`src/rtl/m_adder_arb_pkg.sv`:
```
// Shared defaults and output-slot state encodings for the m_adder_arb arbiter.
// Optional subtract support is controlled by the ADDER_ARB_SUB_EN macro in m_adder_arb.sv.
package m_adder_arb_pkg;

    localparam int ADDER_ARB_NREQ  = 4;
    localparam int ADDER_ARB_WIDTH = 32;
    localparam int ADDER_ARB_IDW   = 2;

    localparam logic [0:0] ST_EMPTY = 1'b0;
    localparam logic [0:0] ST_FULL  = 1'b1;

endpackage

```
`src/rtl/m_adder_arb_fa.sv`:
```
// Full-adder cell and the ripple-carry adder built from it.
// The adder exposes carry-in and carry-out so that the arbiter can also subtract.
module m_fa (
    input  logic a,
    input  logic b,
    input  logic cin,
    output logic s,
    output logic cout
);

    assign s    = a ^ b ^ cin;
    assign cout = (a & b) | (a & cin) | (b & cin);

endmodule

module m_adder #(
    parameter int WIDTH = 32
) (
    input  logic [WIDTH-1:0] a,
    input  logic [WIDTH-1:0] b,
    input  logic             cin,
    output logic [WIDTH-1:0] sum,
    output logic             cout
);

    logic [WIDTH:0] carry;

    assign carry[0] = cin;

    for (genvar i = 0; i < WIDTH; i++) begin : g_bit
        m_fa u_fa (
            .a    (a[i]),
            .b    (b[i]),
            .cin  (carry[i]),
            .s    (sum[i]),
            .cout (carry[i+1])
        );
    end

    assign cout = carry[WIDTH];

endmodule

```
`src/rtl/m_adder_arb_pick.sv`:
```
// Rotating-priority picker: scans the valid vector from ptr upward, wrapping
// modulo NREQ, and returns the first set bit as a one-hot grant plus its index.
module m_rr_pick #(
    parameter int NREQ = 4,
    parameter int IDW  = 2
) (
    input  logic [NREQ-1:0] valid,
    input  logic [IDW-1:0]  ptr,
    output logic [NREQ-1:0] grant,
    output logic [IDW-1:0]  idx,
    output logic            any
);

    int pos;

    always_comb begin
        grant = '0;
        idx   = '0;
        any   = 1'b0;
        pos   = 0;
        for (int k = 0; k < NREQ; k++) begin
            pos = int'(ptr) + k;
            if (pos >= NREQ) begin
                pos = pos - NREQ;
            end
            if (!any && valid[pos]) begin
                any        = 1'b1;
                grant[pos] = 1'b1;
                idx        = IDW'(pos);
            end
        end
    end

endmodule

```
`src/rtl/m_adder_arb.sv`:
```
// Round-robin arbiter sharing one ripple adder among NREQ requesters, with a
// single registered response slot. Define ADDER_ARB_SUB_EN to add per-request subtract.
module m_adder_arb
    import m_adder_arb_pkg::*;
#(
    parameter int NREQ  = ADDER_ARB_NREQ,
    parameter int WIDTH = ADDER_ARB_WIDTH,
    parameter int IDW   = ADDER_ARB_IDW
) (
    input  logic                  w_clk,
    input  logic                  w_rst_n,
    input  logic [NREQ-1:0]       w_req_valid,
    output logic [NREQ-1:0]       w_req_ready,
    input  logic [NREQ*WIDTH-1:0] w_req_a,
    input  logic [NREQ*WIDTH-1:0] w_req_b,
`ifdef ADDER_ARB_SUB_EN
    input  logic [NREQ-1:0]       w_req_sub,
`endif
    output logic                  w_rsp_valid,
    input  logic                  w_rsp_ready,
    output logic [IDW-1:0]        w_rsp_id,
    output logic [WIDTH-1:0]      w_rsp_sum,
    output logic                  w_rsp_cout
);

    logic [0:0]       r_state;
    logic [IDW-1:0]   r_ptr;
    logic [NREQ-1:0]  pick_grant;
    logic [IDW-1:0]   pick_idx;
    logic             pick_any;
    logic             acc_en;
    logic             xfer;
    logic [WIDTH-1:0] sel_a;
    logic [WIDTH-1:0] sel_b;
    logic             sel_sub;
    logic [WIDTH-1:0] add_b;
    logic [WIDTH-1:0] add_sum;
    logic             add_cout;
    logic [IDW-1:0]   ptr_next;

    m_rr_pick #(
        .NREQ (NREQ),
        .IDW  (IDW)
    ) u_pick (
        .valid (w_req_valid),
        .ptr   (r_ptr),
        .grant (pick_grant),
        .idx   (pick_idx),
        .any   (pick_any)
    );

    // Reset is folded in so no requester sees ready while the block is held in reset.
    assign acc_en      = w_rst_n & ((r_state == ST_EMPTY) | w_rsp_ready);
    assign w_req_ready = pick_grant & {NREQ{acc_en}};
    assign xfer        = pick_any & acc_en;

    always_comb begin
        sel_a   = '0;
        sel_b   = '0;
        sel_sub = 1'b0;
        for (int i = 0; i < NREQ; i++) begin
            if (pick_grant[i]) begin
                sel_a = w_req_a[i*WIDTH +: WIDTH];
                sel_b = w_req_b[i*WIDTH +: WIDTH];
`ifdef ADDER_ARB_SUB_EN
                sel_sub = w_req_sub[i];
`endif
            end
        end
    end

    // Subtraction reuses the adder as A + ~B + 1, so cout=1 means no borrow.
    assign add_b = sel_sub ? ~sel_b : sel_b;

    m_adder #(
        .WIDTH (WIDTH)
    ) u_adder (
        .a    (sel_a),
        .b    (add_b),
        .cin  (sel_sub),
        .sum  (add_sum),
        .cout (add_cout)
    );

    assign ptr_next = (pick_idx == IDW'(NREQ - 1)) ? '0 : pick_idx + IDW'(1);

    always_ff @(posedge w_clk or negedge w_rst_n) begin
        if (!w_rst_n) begin
            r_state    <= ST_EMPTY;
            r_ptr      <= '0;
            w_rsp_id   <= '0;
            w_rsp_sum  <= '0;
            w_rsp_cout <= 1'b0;
        end else if (xfer) begin
            r_state    <= ST_FULL;
            r_ptr      <= ptr_next;
            w_rsp_id   <= pick_idx;
            w_rsp_sum  <= add_sum;
            w_rsp_cout <= add_cout;
        end else if ((r_state == ST_FULL) && w_rsp_ready) begin
            r_state <= ST_EMPTY;
        end
    end

    assign w_rsp_valid = (r_state == ST_FULL);

endmodule

```
`config.mk`:
```
export PLATFORM = sky130hd
export DESIGN_NAME = m_adder_arb
export DESIGN_NICKNAME = d
export VERILOG_FILES = /design/src/rtl/m_adder_arb_pkg.sv /design/src/rtl/m_adder_arb_fa.sv /design/src/rtl/m_adder_arb_pick.sv /design/src/rtl/m_adder_arb.sv
export SDC_FILE = /design/constraint.sdc
export NUM_CORES = 1
export LEC_CHECK = 0
export CAP_MARGIN = 10
export CORE_AREA = 5 5 118 120
export DETAILED_ROUTE_END_ITERATION = 8
export DIE_AREA = 0 0 123 125
export GPL_ROUTABILITY_DRIVEN = 1
export PLACE_DENSITY = 0.95
export SYNTH_ARGS = -nofsm -noshare
export SYNTH_HDL_FRONTEND = slang
export SYNTH_SLANG_ARGS = --single-unit
```
`constraint.sdc`:
```
create_clock -name w_clk -period 29.7 [get_ports w_clk]
set_clock_uncertainty 0.1 [all_clocks]
set_input_delay 4.455 -clock w_clk [delete_from_list [all_inputs] [get_ports w_clk]]
set_output_delay 4.455 -clock w_clk [all_outputs]
set_load 0.005 [all_outputs]
```
# ---- After elaboration in Yosys (flattened, before gate mapping)
# Cells that the tools add are included.
dict set report op_classes {
  n_lt_le_gt_ge 12
  n_bitwise 227
  n_addsub 8
  eq_ne 1
  reduce_logical 12
  mux 47
}
# cell n
set op_table {}
lappend op_table {{$mux W32} 12}
lappend op_table {{$ge A32 B1 Y1 const B} 4}
lappend op_table {{$lt A32 B4 Y1 const B} 4}
lappend op_table {{$and A1 B1 Y1} 96}
lappend op_table {{$ge A32 B4 Y1 const B} 3}
lappend op_table {{$sub A32 B4 Y32 const B} 3}
lappend op_table {{$or A1 B1 Y1} 63}
lappend op_table {{$xor A1 B1 Y1} 63}
lappend op_table {{$mux W1} 18}
lappend op_table {{$mux W4} 4}
lappend op_table {{$or A4 B4 Y4} 3}
lappend op_table {{$mux W2} 5}
lappend op_table {{$bmux W1 S2} 4}
lappend op_table {{$demux W1 S2} 4}
lappend op_table {{$logic_and A1 B1 Y1} 8}
lappend op_table {{$add A2 B2 Y3 const B} 2}
lappend op_table {{$and A4 B4 Y4} 1}
lappend op_table {{$sub A2 B3 Y4 const B} 1}
lappend op_table {{$add A2 B1 Y3 const B} 1}
lappend op_table {{$ge A2 B3 Y1 const B} 1}
lappend op_table {{$logic_not A1 Y1} 3}
lappend op_table {{$add A2 B1 Y2 const B} 1}
lappend op_table {{$eq A2 B2 Y1 const B} 1}
lappend op_table {{$reduce_bool A2 Y1} 1}
lappend op_table {{$not A1 Y1} 1}
dict set report totals {
  output_inout_bits 40
  ff_bits 38
  in_bits 263
}

# ---- Depth between registers and ports, before layout
dict set report depth {
  depth_word 113
  mapped_depth 48
  mapped_depth_nobuf 44
}

# ---- By module
# From an unflattened synthesis, not the netlist that was laid out.
dict set report unflattened {
  cells_unflattened 401
  area_unflattened_um2 4154.0
}
# mod instances seq_area_each_um2 area_each_um2 cells_per_inst
set by_module_without_submodules {}
lappend by_module_without_submodules {m_adder_arb 1 950.9 3052.9 321}
lappend by_module_without_submodules {m_fa 32 0.0 20.0 1}
lappend by_module_without_submodules {m_rr_pick 1 0.0 460.4 48}

# ---- Worst setup path after synthesis
# OpenSTA, ideal clock, no wires.
dict set report synth_timing {
  kind {input-to-reg}
  start {input port w_req_valid[3]}
  end {register w_rsp_sum[31]}
  stages 46
  path_buffers 4
  t_arrival_ns 18.226
  path_slack_ns 11.291
  t_required_ns 29.517
  path_cell_list {buf_2 > mux4_2 > buf_6 > nor2b_4 > a2bb2oi_2 > and2_4 > buf_6 > buf_6 > a31oi_1 > a221oi_2 > ha_1 > fa_1 > inv_1 > fa_1 > inv_1 > fa_1 > fa_1 > fa_1 > (+10 left out) > fa_1 > fa_1 > fa_1 > fa_1 > fa_1 > fa_1 > fa_1 > fa_1 > fa_1 > fa_1 > fa_1 > fa_1 > fa_1 > fa_1 > fa_1 > inv_1 > fa_1 > o21ai_0}
}
dict set report synth_between {
  elab_chain_cells 109
  elab_cells_between_ends 191
  classes_between {mux: 28; bitwise: 157; reduce/logical: 6}
}
# item line_no
set synth_rtl {}
lappend synth_rtl {{from (decl)} m_adder_arb.sv:12} ;# input logic [NREQ-1:0] w_req_valid,
lappend synth_rtl {{$bmux W1 S2} m_adder_arb_pick.sv:26} ;# if (!any && valid[pos]) begin
lappend synth_rtl {{$mux W1 (implied by the code) (2 in series)} m_adder_arb_pick.sv:26}
lappend synth_rtl {{$mux W1} m_adder_arb_pick.sv:26}
lappend synth_rtl {{$logic_not A1 Y1} m_adder_arb_pick.sv:26}
lappend synth_rtl {{$logic_and A1 B1 Y1} m_adder_arb_pick.sv:26}
lappend synth_rtl {{$mux W1} m_adder_arb_pick.sv:26}
lappend synth_rtl {{$logic_not A1 Y1} m_adder_arb_pick.sv:26}
lappend synth_rtl {{$logic_and A1 B1 Y1} m_adder_arb_pick.sv:26}
lappend synth_rtl {{(+88 left out)} -}
lappend synth_rtl {{$or A1 B1 Y1 (2 in series)} m_adder_arb_fa.sv:12} ;# assign cout = (a & b) | (a & cin) | (b & cin);
lappend synth_rtl {{$and A1 B1 Y1} m_adder_arb_fa.sv:12}
lappend synth_rtl {{$or A1 B1 Y1 (2 in series)} m_adder_arb_fa.sv:12}
lappend synth_rtl {{$and A1 B1 Y1} m_adder_arb_fa.sv:12}
lappend synth_rtl {{$or A1 B1 Y1 (2 in series)} m_adder_arb_fa.sv:12}
lappend synth_rtl {{$and A1 B1 Y1} m_adder_arb_fa.sv:12}
lappend synth_rtl {{$or A1 B1 Y1 (2 in series)} m_adder_arb_fa.sv:12}
lappend synth_rtl {{$xor A1 B1 Y1} m_adder_arb_fa.sv:11} ;# assign s = a ^ b ^ cin;
lappend synth_rtl {{to (signal assigned)} m_adder_arb.sv:98} ;# w_rsp_sum <= add_sum;
lappend synth_rtl {{to (decl)} m_adder_arb.sv:22} ;# output logic [WIDTH-1:0] w_rsp_sum,
# Several ways; a longest one is shown, not always the timed one. The select of a mux whose other input is x is not followed.
# A chain may end at the register's enable or synchronous reset.

# ---- Worst setup path in the final report
dict set report layout_timing {
  start {input port w_req_valid[0]}
  end {register w_rsp_sum[31]}
}
# Same word-level chain as after synthesis.

==> results.rst <==
.. list-table::
   :header-rows: 1

   * - Metric
     - Value
   * - Run status
     - complete, no violations
   * - Number of buffers inserted for hold repair after clock tree synthesis
     - 0
   * - Worst skew pair latency
     - 280 ps
   * - Overall power of the completed layout
     - 1180 uW
   * - Crit end category
     - register
   * - Top area cells in the synthesized netlist
     - sky130_fd_sc_hd__dfrtp_1 18%, sky130_fd_sc_hd__a221oi_2 17%, sky130_fd_sc_hd__fa_1 12%, sky130_fd_sc_hd__a21boi_0 8.9%, sky130_fd_sc_hd__a31oi_1 7.5%
   * - Most crowded layer after global routing
     - met2
   * - Time the final worst path needs with I/O delays and setup
     - ~21000 ps
   * - Via count of the first global-routing pass
     - 5854
   * - Fmax
     - 48.1 MHz
   * - Area share of fa/ha/maj cells after synthesis
     - 0.135
   * - Post-synthesis sequential element count
     - 38
   * - Critical Path Source
     - w_req_valid[0]
   * - Vertical die dimension
     - 125 um
   * - Area of the die
     - 15400 sq um
   * - Clock-pin slew of the registers on the worst-case setup and hold paths
     - 60 ps
   * - Routed length per placed instance
     - approximately 20 um
   * - Cell count after synthesis
     - 564
   * - Congestion Overflow GR
     - 0
   * - Sinks on Clock Net
     - 38
   * - Initial Utilization
     - 0.415
   * - Critical R2R Capture
     - w_rsp_sum[31]
   * - Cell area after layout
     - 8380 sq um
   * - Post-CTS Setup Bufs
     - 0
   * - Total power per unit cell area
     - 141 nW/um^2
   * - HPWL after DPL
     - 15900 um
   * - Remaining antenna violation count after routing
     - 0
   * - Synthesized area
     - 5340 sq um
   * - GRT met1 Usage
     - 0.291
   * - Slew margin rel.
     - 0.447
   * - Cell class contributing the biggest share of worst-path delay
     - adder cells
   * - Number of resized instances in the post-cts repair step
     - 0
   * - Most frequent CP cell
     - sky130_fd_sc_hd__fa_1
   * - Maximum number of pins on one net before global-route repair
     - 67
   * - Global-route wire length before repair
     - 31000 um
   * - Number of fill cells in the layout
     - 1040
   * - Critical path buffers and inverters
     - 6
   * - Total of warnings raised by yosys
     - 0
   * - Xor and xnor fraction of the mapped netlist area
     - 0.00328
   * - Hold crit path type
     - register to register
   * - Level count of the clock H-tree
     - 2
   * - Core ar.
     - 12900 sq um
   * - Total wire length
     - between 20000 and 25000 um
   * - Worst-Margin Slew
     - between 800 and 900 ps
   * - Clock Tree Root
     - sky130_fd_sc_hd__clkbuf_16
   * - Cell accounting for the most synthesized area
     - sky130_fd_sc_hd__dfrtp_1
   * - Path type of the worst setup path
     - primary input to register
   * - Avg Vias per Cell
     - between 5 and 6
   * - Simple-Gate Fraction of Synth Area
     - 0.0834
   * - Leakage power of the design
     - 0.00331 uW
   * - Most frequently used flop master after synthesis
     - sky130_fd_sc_hd__dfrtp_1
   * - Final core area utilization
     - 0.651
   * - CTS tree
     - yes
   * - Met3 demand-to-capacity share in global routing
     - 0.0601
   * - Stages on worst setup path
     - 45
   * - Number of slew-limit violations in the final report
     - 0
   * - Overall track demand over capacity in global routing
     - 0.254
   * - Maximum cell stage delay along the critical path
     - 680 ps
   * - Depth of the most critical reg-to-reg path
     - 46
   * - Critical-path cell with the highest stage delay
     - sky130_fd_sc_hd__mux4_2
   * - Commonest cells in the netlist
     - 69 x sky130_fd_sc_hd__inv_1, 68 x sky130_fd_sc_hd__nor2_1, 64 x sky130_fd_sc_hd__a31oi_1
   * - Final RePlAce weighted congestion
     - 0.829
   * - # DRC
     - 0
   * - Maximum number of buffers from clock root to sink
     - 2
   * - Final Hold Fails
     - 0
   * - Main combinational cell family by area after synthesis
     - compound AO/OA/AOI/OAI gates
   * - Count of standard-cell rows
     - 42
   * - Peak supply drop
     - 0.123 mV
   * - Nets in the synthesized netlist
     - ~870
   * - Total of endpoints with negative setup slack in the final report
     - 0
   * - Number of flops mapped to enable cells by yosys
     - 0
   * - Final period utilization
     - 0.700
   * - Setup crit start kind
     - primary input
   * - Area share of the largest cell type after synthesis
     - 0.178
   * - Final net count
     - 1123
   * - Fraction of layout instances using a drive strength above 1
     - 0.118
   * - Critical path destination
     - w_rsp_sum[31]
   * - Synth cell types
     - 42
   * - IO Port Bufs
     - 302
   * - Synth Area in Compound Gates
     - 0.376
   * - Leading cell type by number of instances after synthesis
     - sky130_fd_sc_hd__inv_1
   * - Initial detailed-routing violation count
     - roughly 210
   * - Share of the yosys chip area belonging to registers
     - 0.178
   * - First-pass iteration count of the detailed router
     - 4
   * - Critical path data arrival time
     - 20890 ps
   * - R2r setup slk
     - 12460 ps
   * - Required @ worst endpoint
     - between 20000 and 30000 ps
   * - # IOs
     - between 300 and 400
   * - Share of synthesized area spent on multiplexers
     - 0.0897
   * - Horizontal die dimension
     - 123 um
   * - Cell area reported after detailed placement
     - ~8000 sq um
   * - Unrepaired setup endpoints after global routing
     - false
   * - Final sum of negative setup slack
     - 0 ps
   * - Share of flip-flops with an asynchronous set or reset
     - 1.00
   * - Average cell area after synthesis
     - 9.47 sq um
   * - Hold_sp
     - w_rsp_sum[2]
   * - Fraction of met2 tracks used by global routing
     - 0.470
   * - Post-synthesis to final-layout area growth
     - 56.9%
   * - Max-cap viol count
     - 0
   * - Vias after detailed routing
     - about 5500
   * - Number of antenna violations at the first check in global routing
     - 2
   * - Number of clock buffers inserted by TritonCTS
     - 5
   * - Top fanout value on the critical path
     - 66
## cell usage in the layout (no fill, tap or decap), drive strengths merged, types with 2 or more instances in the layout
master | Yosys | layout
ha | 8 | 8
a31oi | 64 | 64
a221oi | 62 | 62
mux2i | 4 | 4
clkdlybuf4s50 | 0 | 301
mux4 | 4 | 4
o21ai | 13 | 13
and3b | 2 | 2
a21boi | 64 | 64
nor2b | 3 | 3
nor2 | 68 | 68
nand2 | 14 | 14
and2 | 5 | 5
buf | 48 | 10
a21oi | 3 | 3
a221o | 5 | 5
inv | 69 | 69
fa | 31 | 31
nor3b | 4 | 4
mux2 | 31 | 31
clkbuf | 13 | 6
dfrtp | 38 | 38
## layout make-up
cell class	instances	area, sq um	share of cell area
antenna	1	2.50	0.000299
clock buffer	6	139	0.0166
clock inverter	2	12.5	0.00149
inverter	69	259	0.0309
multi-input combinational	396	3710	0.443
sequential	38	951	0.113
tap	176	220	0.0263
timing repair buffer	311	3090	0.368
## where the power goes
part	total, uW	internal, uW	switching (uW)
registers	108	87.0	21.0
logic	1020	467	550
clock network	54.8	33.3	21.5
## cell families after synthesis
logic type                 Yosys count
and+or+nand+nor                     99
AOI/OAI and AO/OA                  217
adders and majority gates           39
muxes                               39
xor gates and xnor gates             2
DFF                                 38
buffers and inverters              130
## worst min path at each step
stage / endpoint / slack [ps] / cells after the start
after floorplan: w_rsp_cout / 370 / 2
after global placement: w_rsp_sum[2] / 370 / 2
after detailed placement: w_rsp_sum[2] / 380 / 2
after CTS: w_rsp_sum[2] / 390 / 2
after global routing: w_rsp_sum[9] / 400 / 1
final: w_rsp_sum[2] / 390 / 2
## flip-flops by register name, indices dropped and copies added, names as in the netlist, named ones only
signal       flops
w_rsp_valid      1
r_ptr            1
w_rsp_sum       32
w_rsp_cout       1
w_rsp_id         2
## per-stage QoR
step	setup slack, ps	hold slack, ps	instances
floorplan	11290	373	564
global placement	8960	366	990
detailed placement	8590	380	990
CTS	8890	393	998
global route	8280	404	999
finish	8900	386	999
## tightest hold or removal path, stage by stage (launching register included)
cell,delay [ps]
sky130_fd_sc_hd__dfrtp_1,340
sky130_fd_sc_hd__nand2_1,50
sky130_fd_sc_hd__o21ai_0,60
## metal layers
metal | up-vias | wire (um)
met2 | 236 | 10500
met4 | 2 | 387
li1 | 2587 | -
met3 | 32 | 1790
met5 | - | 13
met1 | 2639 | 7510
Power figures use the tool's default switching activity.
